<file path="src/rtl/button_mode_ctrl.sv">
// rtl/button_mode_ctrl.sv - push-button synchronizer, debouncer, event detector and mode register
module button_mode_ctrl #(
    parameter int DEBOUNCE_CYCLES   = 250000,
    parameter int LONG_PRESS_CYCLES = 25000000,
    parameter bit BTN_ACTIVE_LOW    = 1'b1
) (
    input  logic       CLK,
    input  logic       RST_N,
    input  logic       BTN_IN,
    output logic       BTN_LEVEL,
    output logic       PRESS,
    output logic       RELEASE,
    output logic       LONG_PRESS,
    output logic [1:0] MODE
);

    localparam int DEB_W  = $clog2(DEBOUNCE_CYCLES) + 1;
    localparam int HOLD_W = $clog2(LONG_PRESS_CYCLES) + 1;
    localparam logic              IDLE_LVL  = BTN_ACTIVE_LOW;
    localparam logic [DEB_W-1:0]  DEB_LAST  = DEB_W'(DEBOUNCE_CYCLES - 1);
    localparam logic [HOLD_W-1:0] HOLD_LAST = HOLD_W'(LONG_PRESS_CYCLES - 1);

    typedef enum logic [2:0] {
        IDLE,
        DEB_PRESS,
        PRESSED,
        HELD_LONG,
        DEB_REL
    } state_t;

    state_t              state_q, state_d;
    logic                sync1_q, sync1_d;
    logic                sync2_q, sync2_d;
    logic [DEB_W-1:0]    deb_cnt_q, deb_cnt_d;
    logic [HOLD_W-1:0]   hold_cnt_q, hold_cnt_d;
    logic                long_flag_q, long_flag_d;
    logic                level_q, level_d;
    logic                press_q, press_d;
    logic                release_q, release_d;
    logic                long_q, long_d;
    logic [1:0]          mode_q, mode_d;
    logic                btn_s;

    assign btn_s = BTN_ACTIVE_LOW ? ~sync2_q : sync2_q;

    always_ff @(posedge CLK or negedge RST_N) begin
        if (!RST_N) begin
            sync1_q     <= IDLE_LVL;
            sync2_q     <= IDLE_LVL;
            state_q     <= IDLE;
            deb_cnt_q   <= '0;
            hold_cnt_q  <= '0;
            long_flag_q <= 1'b0;
            level_q     <= 1'b0;
            press_q     <= 1'b0;
            release_q   <= 1'b0;
            long_q      <= 1'b0;
            mode_q      <= 2'd0;
        end else begin
            sync1_q     <= sync1_d;
            sync2_q     <= sync2_d;
            state_q     <= state_d;
            deb_cnt_q   <= deb_cnt_d;
            hold_cnt_q  <= hold_cnt_d;
            long_flag_q <= long_flag_d;
            level_q     <= level_d;
            press_q     <= press_d;
            release_q   <= release_d;
            long_q      <= long_d;
            mode_q      <= mode_d;
        end
    end

    always_comb begin
        sync1_d     = BTN_IN;
        sync2_d     = sync1_q;
        state_d     = state_q;
        deb_cnt_d   = deb_cnt_q;
        hold_cnt_d  = hold_cnt_q;
        long_flag_d = long_flag_q;
        level_d     = level_q;
        press_d     = 1'b0;
        release_d   = 1'b0;
        long_d      = 1'b0;
        mode_d      = mode_q;

        case (state_q)
            IDLE: begin
                if (btn_s) begin
                    state_d   = DEB_PRESS;
                    deb_cnt_d = DEB_W'(1);
                end
            end
            DEB_PRESS: begin
                if (!btn_s) begin
                    state_d   = IDLE;
                    deb_cnt_d = '0;
                end else if (deb_cnt_q == DEB_LAST) begin
                    state_d    = PRESSED;
                    deb_cnt_d  = '0;
                    press_d    = 1'b1;
                    level_d    = 1'b1;
                    hold_cnt_d = '0;
                end else begin
                    deb_cnt_d = deb_cnt_q + DEB_W'(1);
                end
            end
            PRESSED: begin
                if (!btn_s) begin
                    state_d     = DEB_REL;
                    deb_cnt_d   = DEB_W'(1);
                    long_flag_d = 1'b0;
                end else if (hold_cnt_q == HOLD_LAST) begin
                    state_d = HELD_LONG;
                    long_d  = 1'b1;
                    mode_d  = 2'd0;
                end else if (hold_cnt_q != '1) begin
                    hold_cnt_d = hold_cnt_q + HOLD_W'(1);
                end
            end
            HELD_LONG: begin
                if (!btn_s) begin
                    state_d     = DEB_REL;
                    deb_cnt_d   = DEB_W'(1);
                    long_flag_d = 1'b1;
                end
            end
            DEB_REL: begin
                // A bounce back to pressed resumes the hold without losing its count.
                if (btn_s) begin
                    state_d   = long_flag_q ? HELD_LONG : PRESSED;
                    deb_cnt_d = '0;
                end else if (deb_cnt_q == DEB_LAST) begin
                    state_d   = IDLE;
                    deb_cnt_d = '0;
                    release_d = 1'b1;
                    level_d   = 1'b0;
                    if (!long_flag_q) begin
                        mode_d = mode_q + 2'd1;
                    end
                end else begin
                    deb_cnt_d = deb_cnt_q + DEB_W'(1);
                end
            end
            default: begin
                state_d   = IDLE;
                deb_cnt_d = '0;
            end
        endcase
    end

    assign BTN_LEVEL  = level_q;
    assign PRESS      = press_q;
    assign RELEASE    = release_q;
    assign LONG_PRESS = long_q;
    assign MODE       = mode_q;

endmodule

</file>
<file path="config.mk">
export PLATFORM = sky130hd
export DESIGN_NAME = button_mode_ctrl
export DESIGN_NICKNAME = d
export VERILOG_FILES = /design/src/rtl/button_mode_ctrl.sv
export SDC_FILE = /design/constraint.sdc
export NUM_CORES = 1
export LEC_CHECK = 0
export CAP_MARGIN = 5
export CORE_MARGIN = 2
export CORE_UTILIZATION = 25
export DETAILED_ROUTE_END_ITERATION = 8
export GPL_ROUTABILITY_DRIVEN = 0
export MAX_ROUTING_LAYER = met4
export PLACE_DENSITY_LB_ADDON = 0.25
export SYNTH_ARGS = -nofsm -noshare
export SYNTH_HDL_FRONTEND = slang
export SYNTH_SLANG_ARGS = --single-unit
</file>
<file path="constraint.sdc">
create_clock -name CLK -period 3.75 [get_ports CLK]
set_clock_uncertainty 0.05 [all_clocks]
set_input_delay 1.125 -clock CLK [delete_from_list [all_inputs] [get_ports CLK]]
set_output_delay 1.125 -clock CLK [all_outputs]
set_load 0.01 [all_outputs]
</file>
==> out/qor.tcl <==
set qor(detailed_place.area_sq_mm) 0.00342
set qor(die_x_um) 117
set qor(placementRows) 41
set qor(cts-htree-levels) 3
set qor(slew-limit-headroom_pct) 44.1
set qor(tightest_slew_ns) 0.838
set qor(number_of_cells_upsized_or_downsized_after_cts) 0
set qor(avgRoutedWirePerCell_um) 13.2
set qor(post_drt_via_cell_ratio) 4.65
set qor(layout-area-overhead-vs-synth_pct) 17.5
set qor(run_status) {completed}
set qor(grt_first_pass_wirelength_um) 12100
set qor(final-setup-viol-count) 0
set qor(detailed_place_hpwl_um) 4780
set qor(grt_max_degree) 37
set qor(power.switching_fraction_pct) 20.6
set qor(critPathArrivalTime_ns) 2.84
set qor(cts_max_path_buffers) 2
set qor(drive_above_1_share_pct) 11.3
set qor(final_hold_viol_count) 0
set qor(drt_iter0_markers) 170
set qor(final_nets) 353
set qor(grt_pass1_vias) 2447
set qor(synthDistinctLibCells) 58
set qor(wirelength_um) 6910
set qor(final.min_clock_period_ns) 2.69
set qor(place.port_buffers) 8
set qor(cts-hold-fix-buffers) 0
set qor(synth_fp_nets) 345
set qor(die_area_sq_mm) 0.0136
set qor(max-cap-violations) 0
set qor(async_flop_share_pct) 100
set qor(ys_seq_elements) 57
set qor(cellLeakagePower_nw) 1.51
set qor(synthesis.area_sq_mm) 0.00317
set qor(worst-endpoint-required_ns) 3.90
set qor(netlist_instances) 340
set qor(timing.critical_path.fanout_max) 14
set qor(grt.total_usage_pct) 11.7
set qor(p_int_mw) 1.20
set qor(layout_commonest_cell) {sky130_fd_sc_hd__dfrtp_1}
set qor(seqPwrFrac_pct) 41.6
set qor(clock-sinks) 57
set qor(vias_after_detailed_routing) 2441
set qor(timing.final.max_slew_violations) 0
set qor(grt_setup_unrepaired) {no}
set qor(grt_antenna_before_repair) 0
set qor(synth.top_cells.by_area) {sky130_fd_sc_hd__dfrtp_1 43%, sky130_fd_sc_hd__o21ai_0 4.7%, sky130_fd_sc_hd__xor2_1 4.7%}
set qor(io_pins) 9
set qor(die_h_um) 117
set qor(power.combinational.fraction_pct) 2.5
set qor(post_cts_buffers) 0
set qor(fin_tns_setup_ns) 0
set qor(final_cell_mix) {55 x sky130_fd_sc_hd__dfrtp_1, 32 x sky130_fd_sc_hd__nor2_1, 30 x sky130_fd_sc_hd__o21ai_0, 25 x sky130_fd_sc_hd__nand2_1, 17 x sky130_fd_sc_hd__xor2_1}
set qor(total_power_mw) 1.51
set qor(endpoint_kind) {register}
set qor(clock_latency_on_the_worst_skew_pair_ns) 0.33
set qor(tritoncts) {done}
set qor(critPathLaunchType) {register}
set qor(floorplan.initialDensity_pct) 25.3
set qor(core_area_sq_mm) 0.0125
set qor(synth_seq_area_share_pct) 45.0
set qor(yosys_warnings) 0
set qor(cts.root.buffer_cell) {sky130_fd_sc_hd__clkbuf_16}
set qor(path_class) {register to register}
set qor(utilization_pct) 29.8
set qor(synth_flop_type) {sky130_fd_sc_hd__dfrtp_1}
set qor(number_of_enable_flip_flop_cells_after_synthesis) 0
set qor(post-route-period-util_pct) 71.7
set qor(diode_insertion_count_for_antenna_repair) 0
set qor(max_clock_freq_mhz) 372
set qor(hp-class) {register to register}
set qor(drt_pre_antenna_iters) 4
set qor(clkPwrFrac_pct) 55.9
set qor(grt-ovfl-total) 0
set qor(fin_worst_hold_slack_ns) 0.306
set qor(cts.clk_slew.worst_paths_ns) 0.05
set qor(number_of_cts_inserted_buffers) 9
set qor(total_switching_power_mw) 0.313
set qor(p_per_area_mw_per_mm2) 406
set qor(final_area_sq_mm) 0.00373
set qor(final_antenna_net_count) 0
set qor(synth.avg_cell_area_sq_um) 9.33
set qor(remaining_drc_errors) 0
set qor(post_synth_top_area_cell) {sky130_fd_sc_hd__dfrtp_1}
set qor(power.ir.vdd_worst_mv) 0.239
set qor(synth.top_cell.area_share_pct) 43.4
==> area by class of cell <==
| type | instances | area (sq um) |
|---|---|---|
| clock buffer | 14 | 274 |
| tap | 172 | 215 |
| multi-input combinational | 260 | 1640 |
| timing repair buffer | 13 | 113 |
| sequential | 57 | 1430 |
| fill | 1365 | 8790 |
| inverter | 7 | 26.3 |
| clock inverter | 2 | 35.0 |
==> worst max-delay path, stage by stage, from the launching register on <==
cell and delay (ns):
sky130_fd_sc_hd__dfrtp_1 0.51, sky130_fd_sc_hd__or3b_4 0.47, sky130_fd_sc_hd__nor2_1 0.14, sky130_fd_sc_hd__o31a_1 0.45, sky130_fd_sc_hd__o21ai_2 0.27, sky130_fd_sc_hd__nor4_1 0.32
sky130_fd_sc_hd__mux2_1 0.35
==> registers in the layout, summed over array words and instances (netlist names) <==
name and cells:
hold_cnt_q 26, deb_cnt_q 19, state_q 3, MODE 2, BTN_LEVEL 1, LONG_PRESS 1
PRESS 1, RELEASE 1, long_flag_q 1, sync1_q 1, sync2_q 1
==> Yosys cell counts (3+ instances only) <==
library cell,number
sky130_fd_sc_hd__nand2b_1,4
sky130_fd_sc_hd__inv_1,7
sky130_fd_sc_hd__xor2_1,17
sky130_fd_sc_hd__nor3_1,7
sky130_fd_sc_hd__buf_2,5
sky130_fd_sc_hd__nor2b_1,6
sky130_fd_sc_hd__o31a_1,4
sky130_fd_sc_hd__and3_1,14
sky130_fd_sc_hd__nand2_1,25
sky130_fd_sc_hd__or3_1,11
sky130_fd_sc_hd__o31ai_1,3
sky130_fd_sc_hd__nand3_1,12
sky130_fd_sc_hd__mux2_1,3
sky130_fd_sc_hd__dfrtp_1,55
sky130_fd_sc_hd__nor2_1,32
sky130_fd_sc_hd__o211ai_1,6
sky130_fd_sc_hd__a21oi_1,16
sky130_fd_sc_hd__nor4_1,6
sky130_fd_sc_hd__clkbuf_1,9
sky130_fd_sc_hd__nand4_1,14
sky130_fd_sc_hd__o21ai_0,30
sky130_fd_sc_hd__and4_1,7
sky130_fd_sc_hd__and2_1,3
==> worst paths after layout <==
| kind | slack [ns] | startpoint | endpoint | depth (start not counted) |
|---|---|---|---|---|
| setup / recovery | 1.06 | state_q[0] | hold_cnt_q[14] | 6 |
| hold / removal | 0.31 | sync1_q | sync2_q | 0 |
| setup reg to reg | 1.06 | state_q[0] | hold_cnt_q[14] | 6 |
| hold reg to reg | 0.31 | sync1_q | sync2_q | 0 |
| max in group asynchronous | 2.00 | RST_N | sync1_q | 2 |
| min in group asynchronous | 0.85 | RST_N | hold_cnt_q[11] | 1 |
==> power by group through the flow <==
stage	Sequential, mW	Clock [mW]	Combinational (mW)
CTS	0.628	0.870	0.0400
finish	0.629	0.847	0.0380
floorplan	0.635	0	0.0215
global placement	0.639	0	0.0397
detailed placement	0.639	0	0.0398
global route	0.629	0.901	0.0462
==> through the flow <==
stage          cells  setup slack [ns]
2_1_floorplan    340              1.48
3_3_place_gp     509              1.18
3_5_place_dp     509              1.11
4_1_cts          525              1.08
5_1_grt          525             0.869
6_report         525              1.06
==> layer usage <==
| layer | wire length, um | GRT usage, % | vias to the layer above |
|---|---|---|---|
| met3 | 164 | 3.11 | 9 |
| met1 | 3490 | 15.0 | 1161 |
| li1 | - | - | 1257 |
| met4 | 94 | 3.53 | 0 |
| met5 | 0 | - | - |
| met2 | 3170 | 18.0 | 14 |
==> kinds of logic after synthesis <==
family          share of synthesized area [%]
buf+inv                                  3.39
simple gates                             29.6
xor+xnor                                 4.97
flops                                    45.0
fa+ha+maj                               0.789
mux                                      1.73
compound gates                           14.5
No activity file was read; power rests on OpenSTA's default activity.
==> edit (config.mk and constraints unchanged) <==
Reset style: synchronous (`RST_N`), changed in one clocked block.
--- a/src/rtl/button_mode_ctrl.sv
+++ b/src/rtl/button_mode_ctrl.sv
@@ -45,3 +45,3 @@
 
-    always_ff @(posedge CLK or negedge RST_N) begin
+    always_ff @(posedge CLK) begin
         if (!RST_N) begin
Behaviour: no difference found for any inputs over 10 cycles, from zero or initial values and one cycle with RST_N low; that may be too few to reach the edited logic, so the function may still have changed.
==> edit against the unedited design <==
Sequential cell count did not move; design area fell by 1.5%; total power rose by 5.2%; synthesized cell count rose by 9.1%; sequential power fell by 3%; synthesized area fell by 2.2%; wire length rose by 11%; critical path depth fell by 1; combinational power fell by 14%; worst setup slack got worse by 0.32 ns; count of clock-buffer cells in the layout fell by 3; maximum frequency fell by 11%.
==> edit: results (changes against the unedited design) <==
Run status
  – Run status: completed (unchanged)

Synth
  – Async SR Flop Fraction: 0 (was 1.000)
  – Sequential area share after synthesis: 0.3677 (was 0.4503)
  – YS warnings: 0 (unchanged)
  – Synth area leaders: dfxtp_1, nor2_1, nand3_1, nand2_1, o31ai_1 (was dfrtp_1, o21ai_0, xor2_1, nor2_1, nand2_1)
  – Post-synth cell types: 60 (was 58)
  – Mapped Nets: 376 (was 345)
  – Leading cell types by count after synthesis: dfxtp_1, nor2_1, nand2_1 (was dfrtp_1, nor2_1, o21ai_0)

Global route
  – Met3 Resource Use GR: 0.03609 (was 0.03114)
  – First-pass GRT wire length: 12920 µm (was 12090 µm)
  – Pin count of the biggest net entering global routing: 24 (was 37)
  – M1 GR Usage: 0.1661 (was 0.1504)
  – Global-route usage over all layers: 0.1268 (was 0.1167)
  – Initial antenna violation count: 0 (unchanged)
  – Vias in the first global route: 2553 (was 2447)
  – Met2 Usage GRT: 0.1883 (was 0.1802)

Detailed routing
  – WL met3: 289 µm (was 164 µm)
  – Wire length on met2: 3479 µm (was 3165 µm)
  – Met1 wire length: 3771 µm (was 3486 µm)
  – Drt total wl: 7645 µm (was 6911 µm)
  – Starting DRT DRC Count: 139 (was 170)
  – Vias/cell: 5.035 (was 4.650)

Placement
  – Number of port buffers: 8 (unchanged)
  – Post-DP HPWL: 5337 µm (was 4784 µm)
  – Dpl ws: 0.3838 ns (was 1.113 ns)

Setup path
  – Slowest-stage cell, CP: o32ai_4 (was dfrtp_1)
  – R2R cell count: 7 (was 6)
  – Slowest stage delay, CP: 0.94 ns (was 0.51 ns)
  – FF-to-FF End: hold_cnt_q[2] (was hold_cnt_q[14])
  – Flop-to-flop setup slack: 0.86 ns (was 1.06 ns)
  – Crit path DAT: 3.21 ns (was 2.84 ns)
  – Delay-heaviest family, CP: compound AO/OA/AOI/OAI gates (was simple AND/OR/NAND/NOR gates)
  – Critical Path Fanout Max: 23 (was 14)
  – RR Startpoint: hold_cnt_q[0] (was state_q[0])

Pwr
  – Worst vdd ir: 0.1850 mV (was 0.2387 mV)
  – Pleak: 1.194 nW (was 1.510 nW)
  – Switching Fraction: 0.1938 (was 0.2065)

Min path
  – Hold depth: 1 (was 0)
  – Startpoint of the worst hold path: sync1_q (unchanged)
  – Hold WC Path Type: reg2reg (unchanged)
  – WHS Endpoint: sync2_q (unchanged)

Finish
  – Share of cells above drive strength 1: 0.1047 (was 0.1133)
  – # fillers: 1286 (was 1365)
  – Registers with the most flip-flops: hold_cnt_q x26, deb_cnt_q x19, state_q x3 (unchanged)
  – Final net count: 382 (was 353)

Timing
  – Worst Tran Pin Value: 1.061 ns (was 0.8379 ns)
  – Final Cycle Share: 0.8024 (was 0.7170)

Clock network
  – H-tree depth: 3 (unchanged)
  – Post-CTS Setup Inserts: 0 (unchanged)
  – Worst skew pair latency: 0.33 ns (about the same)
  – # resized after CTS: 0 (unchanged)
[edit: power groups by stage]
stage               Combinational (mW)  Sequential [mW]  Clock [mW]
floorplan                       0.0268            0.622           0
global placement                0.0331            0.625           0
detailed placement              0.0332            0.625           0
CTS                             0.0334            0.612       0.968
global route                    0.0366            0.612       0.996
finish                          0.0328            0.612       0.947
[edit: cell families (layout without fill, tap and decap cells)]
logic type,after synthesis,in the layout,synth area share
buffers and inverters,22,33,0.03710
AO/OA/AOI/OAI,93,93,0.2129
multiplexers,2,2,0.006452
XOR/XNOR,16,16,0.04516
adder cells (fa/ha/maj),2,2,0.008063
AND/OR/NAND/NOR,179,179,0.3226
flip-flops,57,57,0.3677
[edit: worst max-delay path by stage]
| stage | cells after the start | start | end |
|---|---|---|---|
| 6_report | 5 | RST_N | hold_cnt_q[2] |
| 5_1_grt | 5 | RST_N | hold_cnt_q[9] |
| 4_1_cts | 5 | RST_N | hold_cnt_q[2] |
| 3_5_place_dp | 5 | RST_N | hold_cnt_q[2] |
| 3_3_place_gp | 5 | RST_N | hold_cnt_q[2] |
| 2_1_floorplan | 7 | hold_cnt_q[0] | hold_cnt_q[24] |
[edit: per-stage QoR]
step | util | hold slack, ns | cells | area [µm²]
after floorplan | - | 0.3363 | 371 | 3103
after global placement | 0.2758 | 0.3469 | 534 | 3327
after detailed placement | 0.2758 | 0.3449 | 534 | 3327
after CTS | 0.3045 | 0.3621 | 550 | 3672
after global routing | 0.3045 | 0.3875 | 550 | 3672
final | 0.3045 | 0.3589 | 550 | 3672
[edit: area by class of cell]
type	instances	area [µm²]	share of cell area
inverter	5	18.77	0.005111
sequential	57	1141	0.3107
clock inverter	5	102.6	0.02794
tap	168	210.2	0.05724
clock buffer	11	242.7	0.06610
multi-input combinational	292	1847	0.5029
timing repair buffer	12	110.1	0.02998
